**src/rtl/sram_dump_ctr.sv**
```systemverilog
// SRAM readback engine: fetches a programmed word range from SRAM and streams
// it out little-endian, one byte per valid/ready handshake.
module sram_dump_ctr #(
  parameter int DATA_W      = 32,
  parameter int SRAM_ADDR_W = 14,
  parameter int LEN_W       = 13
) (
  input  logic                   clk,
  input  logic                   rst,
  input  logic                   cpu_valid,
  input  logic [1:0]             cpu_addr,
  input  logic [DATA_W-1:0]      cpu_wdata,
  input  logic [3:0]             cpu_wstrb,
  output logic [DATA_W-1:0]      cpu_rdata,
  output logic                   cpu_ready,
  output logic                   sram_valid,
  output logic [SRAM_ADDR_W-3:0] sram_addr,
  input  logic [DATA_W-1:0]      sram_rdata,
  input  logic                   sram_ready,
  output logic                   tx_valid,
  output logic [7:0]             tx_data,
  input  logic                   tx_ready
);

  localparam int WA_W = SRAM_ADDR_W - 2;

  localparam logic [1:0] REG_START  = 2'd0;
  localparam logic [1:0] REG_LEN    = 2'd1;
  localparam logic [1:0] REG_CTRL   = 2'd2;
  localparam logic [1:0] REG_STATUS = 2'd3;

  typedef enum logic [1:0] {
    ST_IDLE = 2'd0,
    ST_REQ  = 2'd1,
    ST_SEND = 2'd2
  } state_t;

  function automatic logic [7:0] pick_byte(input logic [DATA_W-1:0] w, input logic [1:0] idx);
    logic [7:0] b;
    case (idx)
      2'd0:    b = w[7:0];
      2'd1:    b = w[15:8];
      2'd2:    b = w[23:16];
      2'd3:    b = w[31:24];
      default: b = 8'h00;
    endcase
    return b;
  endfunction

  state_t            state_r, state_nx;
  logic [WA_W-1:0]   start_r, start_nx;
  logic [LEN_W-1:0]  len_r, len_nx;
  logic [WA_W-1:0]   addr_r, addr_nx;
  logic [DATA_W-1:0] word_r, word_nx;
  logic [1:0]        byte_cnt_r, byte_cnt_nx;
  logic [LEN_W-1:0]  word_cnt_r, word_cnt_nx;
  logic              done_r, done_nx;
  logic              abort_pend_r, abort_pend_nx;

  logic [DATA_W-1:0] cpu_rdata_r, cpu_rdata_nx;
  logic              cpu_ready_r, cpu_ready_nx;
  logic              sram_valid_r, sram_valid_nx;
  logic [WA_W-1:0]   sram_addr_r, sram_addr_nx;
  logic              tx_valid_r, tx_valid_nx;
  logic [7:0]        tx_data_r, tx_data_nx;

  logic              cpu_wr_s, busy_s, ctrl_wr_s;
  logic              start_cmd_s, abort_cmd_s, abort_eff_s;
  logic              sram_hs_s, tx_hs_s, last_byte_s;
  logic [LEN_W-1:0]  word_cnt_inc_s;
  logic              unused_s;

  // Only the SRAM-addressable part of the write data is ever stored.
  assign unused_s = ^cpu_wdata[DATA_W-1:SRAM_ADDR_W];

  // Command and handshake decode shared by all next-state logic.
  always_comb begin
    cpu_wr_s       = cpu_valid & (|cpu_wstrb);
    busy_s         = (state_r != ST_IDLE);
    ctrl_wr_s      = cpu_wr_s & (cpu_addr == REG_CTRL);
    start_cmd_s    = ctrl_wr_s & cpu_wdata[0] & ~cpu_wdata[1] & ~busy_s;
    abort_cmd_s    = ctrl_wr_s & cpu_wdata[1] & busy_s;
    abort_eff_s    = abort_pend_r | abort_cmd_s;
    sram_hs_s      = (state_r == ST_REQ) & sram_ready;
    tx_hs_s        = (state_r == ST_SEND) & tx_ready;
    last_byte_s    = tx_hs_s & (byte_cnt_r == 2'd3);
    word_cnt_inc_s = word_cnt_r + LEN_W'(1'b1);
  end

  // FSM state register.
  always_ff @(posedge clk) begin
    if (rst) begin
      state_r <= ST_IDLE;
    end else begin
      state_r <= state_nx;
    end
  end

  // FSM next-state logic.
  always_comb begin
    state_nx = state_r;
    case (state_r)
      ST_IDLE: begin
        if (start_cmd_s && (len_r != {LEN_W{1'b0}})) begin
          state_nx = ST_REQ;
        end else begin
          state_nx = ST_IDLE;
        end
      end
      ST_REQ: begin
        if (sram_ready) begin
          state_nx = abort_eff_s ? ST_IDLE : ST_SEND;
        end else begin
          state_nx = ST_REQ;
        end
      end
      ST_SEND: begin
        if (!tx_ready) begin
          state_nx = ST_SEND;
        end else if (abort_eff_s) begin
          state_nx = ST_IDLE;
        end else if (byte_cnt_r == 2'd3) begin
          state_nx = (word_cnt_inc_s == len_r) ? ST_IDLE : ST_REQ;
        end else begin
          state_nx = ST_SEND;
        end
      end
      default: state_nx = ST_IDLE;
    endcase
  end

  // Register file and transfer datapath next values.
  always_comb begin
    start_nx      = start_r;
    len_nx        = len_r;
    addr_nx       = addr_r;
    word_nx       = word_r;
    byte_cnt_nx   = byte_cnt_r;
    word_cnt_nx   = word_cnt_r;
    done_nx       = done_r;
    abort_pend_nx = abort_pend_r;

    if (cpu_wr_s && !busy_s && (cpu_addr == REG_START)) begin
      start_nx = cpu_wdata[SRAM_ADDR_W-1:2];
    end else begin
      start_nx = start_r;
    end

    if (cpu_wr_s && !busy_s && (cpu_addr == REG_LEN)) begin
      len_nx = cpu_wdata[LEN_W-1:0];
    end else begin
      len_nx = len_r;
    end

    // Address wraps naturally at the top of SRAM.
    if (start_cmd_s) begin
      addr_nx = start_r;
    end else if (last_byte_s) begin
      addr_nx = addr_r + WA_W'(1'b1);
    end else begin
      addr_nx = addr_r;
    end

    if (sram_hs_s) begin
      word_nx = sram_rdata;
    end else begin
      word_nx = word_r;
    end

    if (sram_hs_s) begin
      byte_cnt_nx = 2'd0;
    end else if (tx_hs_s) begin
      byte_cnt_nx = byte_cnt_r + 2'd1;
    end else begin
      byte_cnt_nx = byte_cnt_r;
    end

    if (start_cmd_s) begin
      word_cnt_nx = {LEN_W{1'b0}};
    end else if (last_byte_s) begin
      word_cnt_nx = word_cnt_inc_s;
    end else begin
      word_cnt_nx = word_cnt_r;
    end

    if (start_cmd_s) begin
      done_nx = (len_r == {LEN_W{1'b0}});
    end else if (busy_s && (state_nx == ST_IDLE)) begin
      done_nx = 1'b1;
    end else begin
      done_nx = done_r;
    end

    if (state_nx == ST_IDLE) begin
      abort_pend_nx = 1'b0;
    end else if (abort_cmd_s) begin
      abort_pend_nx = 1'b1;
    end else begin
      abort_pend_nx = abort_pend_r;
    end
  end

  // Output next values, decoded from the upcoming state so outputs leave flops.
  always_comb begin
    cpu_ready_nx = cpu_valid;
    cpu_rdata_nx = {DATA_W{1'b0}};
    if (cpu_valid && !cpu_wr_s) begin
      case (cpu_addr)
        REG_START:  cpu_rdata_nx = {{(DATA_W-SRAM_ADDR_W){1'b0}}, start_r, 2'b00};
        REG_LEN:    cpu_rdata_nx = {{(DATA_W-LEN_W){1'b0}}, len_r};
        REG_CTRL:   cpu_rdata_nx = {DATA_W{1'b0}};
        REG_STATUS: cpu_rdata_nx = {{(DATA_W-LEN_W-2){1'b0}}, word_cnt_r, done_r, busy_s};
        default:    cpu_rdata_nx = {DATA_W{1'b0}};
      endcase
    end else begin
      cpu_rdata_nx = {DATA_W{1'b0}};
    end

    if (state_nx == ST_REQ) begin
      sram_valid_nx = 1'b1;
      sram_addr_nx  = addr_nx;
    end else begin
      sram_valid_nx = 1'b0;
      sram_addr_nx  = {WA_W{1'b0}};
    end

    if (state_nx == ST_SEND) begin
      tx_valid_nx = 1'b1;
      tx_data_nx  = pick_byte(word_nx, byte_cnt_nx);
    end else begin
      tx_valid_nx = 1'b0;
      tx_data_nx  = 8'h00;
    end
  end

  // Datapath and output registers.
  always_ff @(posedge clk) begin
    if (rst) begin
      start_r      <= {WA_W{1'b0}};
      len_r        <= {LEN_W{1'b0}};
      addr_r       <= {WA_W{1'b0}};
      word_r       <= {DATA_W{1'b0}};
      byte_cnt_r   <= 2'd0;
      word_cnt_r   <= {LEN_W{1'b0}};
      done_r       <= 1'b0;
      abort_pend_r <= 1'b0;
      cpu_rdata_r  <= {DATA_W{1'b0}};
      cpu_ready_r  <= 1'b0;
      sram_valid_r <= 1'b0;
      sram_addr_r  <= {WA_W{1'b0}};
      tx_valid_r   <= 1'b0;
      tx_data_r    <= 8'h00;
    end else begin
      start_r      <= start_nx;
      len_r        <= len_nx;
      addr_r       <= addr_nx;
      word_r       <= word_nx;
      byte_cnt_r   <= byte_cnt_nx;
      word_cnt_r   <= word_cnt_nx;
      done_r       <= done_nx;
      abort_pend_r <= abort_pend_nx;
      cpu_rdata_r  <= cpu_rdata_nx;
      cpu_ready_r  <= cpu_ready_nx;
      sram_valid_r <= sram_valid_nx;
      sram_addr_r  <= sram_addr_nx;
      tx_valid_r   <= tx_valid_nx;
      tx_data_r    <= tx_data_nx;
    end
  end

  assign cpu_rdata  = cpu_rdata_r;
  assign cpu_ready  = cpu_ready_r;
  assign sram_valid = sram_valid_r;
  assign sram_addr  = sram_addr_r;
  assign tx_valid   = tx_valid_r;
  assign tx_data    = tx_data_r;

endmodule

```
**config.mk**
```make
export PLATFORM = sky130hd
export DESIGN_NAME = sram_dump_ctr
export DESIGN_NICKNAME = d
export VERILOG_FILES = /design/src/rtl/sram_dump_ctr.sv
export SDC_FILE = /design/constraint.sdc
export NUM_CORES = 1
export LEC_CHECK = 0
export CAP_MARGIN = 0
export CELL_PAD_IN_SITES_DETAIL_PLACEMENT = 1
export CELL_PAD_IN_SITES_GLOBAL_PLACEMENT = 2
export CORE_UTILIZATION = 36
export DETAILED_ROUTE_END_ITERATION = 6
export DONT_BUFFER_PORTS = 1
export PLACE_DENSITY_LB_ADDON = 0.1
export RECOVER_POWER = 50
export SETUP_SLACK_MARGIN = 0.2
export SYNTH_ARGS = -nofsm -noshare
export SYNTH_HDL_FRONTEND = slang
export SYNTH_SLANG_ARGS = --single-unit
export TNS_END_PERCENT = 30
```
**constraint.sdc**
```tcl
create_clock -name clk -period 3.7 [get_ports clk]
set_clock_uncertainty 0.2 [all_clocks]
set_input_delay 0 -clock clk [delete_from_list [all_inputs] [get_ports clk]]
set_output_delay 0 -clock clk [all_outputs]
set_load 0.02 [all_outputs]
```
==> results.cfg <==
[outcome]
status = complete, but fails checks
violations = capacitance limit, slew limit

[synth]
synth-edff-count = 0
ys.flop_type = dfxtp_1
seq_area_frac_synth_pct = 45.04
netlist_area_um2 = 5600
syn_avg_cell_area_um2 = 8.629
synth.top_cell.area_share_pct = 45.04
synth_seq_cells = 126
synthArstFlopShare_pct = 0
yosysMostFrequentCell = dfxtp_1
ys_top_cells_by_area = dfxtp_1 (45%), mux2i_1 (7.1%), nand2_1 (6.6%)
synth_commonest_cells = dfxtp_1 (126), nand2_1 (99), nor2_1 (94), a21oi_1 (61), mux2i_1 (40)
yosysTopAreaCell = dfxtp_1
ys_warn_count = 0
yosysUniqueCellTypes = 56
synthCells = 649

[placement]
place.gp.congestion = 0.7971
io_buffers = 0
hpwl_mm = 10.76

[grt]
grt_start_max_net_pins = 78
grt_antenna_before_repair = 1
grt_usage_pct = 21.50
grt_pass1_wl_mm = 26.34
grt.overflow.total = 0
grt_pass1_vias = 4898

[clock_network]
clock_latency_ns = 0.42
cts_num_sinks = 126
htree_levels = 4
clockBufferDepth = 2
cts_setup_buffers = 0
postCtsResizedCells = 0
clk_pin_slew_ns = 0.06
cts_root_buf = clkbuf_16
cts_tree = done
cts_inserted_buffers = 17
holdBufCountCts = 92

[worst_hold_path]
min_path_type = input pin to register
min-delay-start = sram_rdata[15]
hold_path_end = word_r[15]$_SDFF_PP0_
hold_path_depth = 3

[finish]
drive_above_1_share_pct = 7.609
areaGrowthSynthToFinish_pct = 28.55
nFillCells = 1809
fin_util_pct = 47.36
final_nets = 801

[setup_path]
critical_path_required_ns = 3.86
endpoint_kind = register
r2r_start = state_r[0]$_SDFF_PP0_
worst_ep_arrival_time_ns = 3.23
cp-start-kind = register
r2r_slack_ns = 0.62
critPathKind = register to register
rr_endpoint = word_r[2]$_SDFF_PP0_
worst-path-max-fanout = 34
rr_worst_depth = 7

[floorplanning]
die_x_um = 126.7
rows = 45
core-area_um2 = 15200
dieArea_um2 = 16060
start_util_pct = 36.84
die_h_um = 126.7
ios = 130

[timing]
final-hold-violation-count = 0
tightest_slew_ns = 1.637
drv_slew = 78
fmax_ghz = 0.3251
rsz0062_at_grt = no
setup_viol = 0
tns_ns = 0
finalCriticalPeriod_ns = 3.076
period_share_pct = 83.14
relSlewSlack_pct = -9.144

[route]
top_layer = met4
dr.pass1.iters = 4
dr_total_vias = 4764
wl_met2_mm = 7.910
route.met3.wl_um = 576
drt_iter0_drc = 199
drt-total-wl_mm = 16.57
detail-route-antenna-nets = 0
drt-met1-wl_mm = 7.826
wl_per_cell_um = 17.92
avgViaCountPerCell = 5.150
drc = 0

[power_and_ir_drop]
p_leak_nw = 2.695
p_per_area_nw_per_um2 = 470.3
ir_drop_uv = 304.0

[flow_run]
cap_viol_max_count = 1
[through the flow]
step | total power [mW] | instance area (um^2) | instances | worst slack (ns) | hold slack [ns]
floorplan | 1.524 | 5660 | 665 | 1.047 | -0.1162
global placement | 1.517 | 5640 | 800 | 0.8843 | -0.1224
detailed placement | 1.519 | 5640 | 800 | 0.8364 | -0.1207
CTS | 3.426 | 7228 | 924 | 0.8193 | 0.03886
global route | 3.504 | 7199 | 925 | 0.4924 | 0.08904
finish | 3.386 | 7199 | 925 | 0.6237 | 0.06700
[registers in the layout (all words and copies together) (netlist names), 2 cells and up]
signal	cells
word_cnt_r	13
word_r	32
state_r	2
byte_cnt_r	2
len_r	13
cpu_rdata	15
start_r	12
addr_r	12
sram_addr	12
tx_data	8
[worst max-delay path, cell delays in order (launching register included)]
cell and delay, ns:
dfxtp_1 0.50, inv_1 0.13, nor3_1 0.27, buf_4 0.39
nand2_1 0.10, dlygate4sd3_1 0.60, a21oi_1 0.19, dlygate4sd3_1 0.62
[power breakdown]
part	internal [mW]	leakage [nW]	switching (mW)
Clock	1.19	0.309	0.635
Sequential	1.37	1.02	0.0179
Combinational	0.0779	1.37	0.0986
Total	2.63	2.70	0.751
[kinds of logic (layout without fill, tap and decap cells)]
family / count (synthesis) / in the layout / share of synthesized area (%)
compound gates: 99 / 99 / 10.68
flops: 126 / 126 / 45.04
mux: 49 / 49 / 10.61
buf+inv: 72 / 143 / 6.322
xor+xnor: 33 / 33 / 5.161
other cells: 1 / 18 / 0.06696
fa+ha+maj: 3 / 3 / 0.6703
simple gates: 266 / 266 / 21.45
[cells in the final DEF, fill, tap and decap left out, types with 6 or more instances in the layout]
cell,instances
mux2i_1,41
a21oi_1,61
a211oi_1,9
nand4_1,8
xnor2_1,15
clkbuf_16,17
nand3_1,14
inv_1,13
xor2_1,18
dlygate4sd3_1,91
buf_4,6
conb_1,17
o21ai_0,6
nor4_1,7
nor2_1,94
dfxtp_1,126
mux4_2,8
nand2_1,99
or3_1,6
nor3_1,15
[layout make-up]
type / count / area, um^2 / area share, %
multi-input combinational: 467 / 2780 / 38.62
sequential: 126 / 2522 / 35.04
timing repair buffer: 98 / 960.9 / 13.35
clock buffer: 20 / 466.7 / 6.482
tap: 188 / 235.2 / 3.267
clock inverter: 12 / 182.7 / 2.537
inverter: 13 / 48.80 / 0.6778
antenna: 1 / 2.502 / 0.03476
[metal layers]
metal | vias to the layer above | track usage [%]
met1 | 2306 | 27.87
met2 | 92 | 35.03
met3 | 22 | 4.935
met5 | - | 0
li1 | 2344 | -
met4 | 0 | 7.773
[worst max path at each step]
stage / slack [ns] / startpoint / endpoint
3_3_place_gp: 0.88 / word_cnt_r[0]$_SDFFE_PP0P_ / sram_addr[9]$_SDFF_PP0_
5_1_grt: 0.49 / state_r[0]$_SDFF_PP0_ / word_r[2]$_SDFF_PP0_
2_1_floorplan: 1.05 / word_cnt_r[1]$_SDFFE_PP0P_ / sram_addr[10]$_SDFF_PP0_
4_1_cts: 0.82 / word_cnt_r[0]$_SDFFE_PP0P_ / sram_addr[9]$_SDFF_PP0_
3_5_place_dp: 0.84 / word_cnt_r[0]$_SDFFE_PP0P_ / sram_addr[9]$_SDFF_PP0_
6_report: 0.62 / state_r[0]$_SDFF_PP0_ / word_r[2]$_SDFF_PP0_
(Power assumes the default switching activity.)
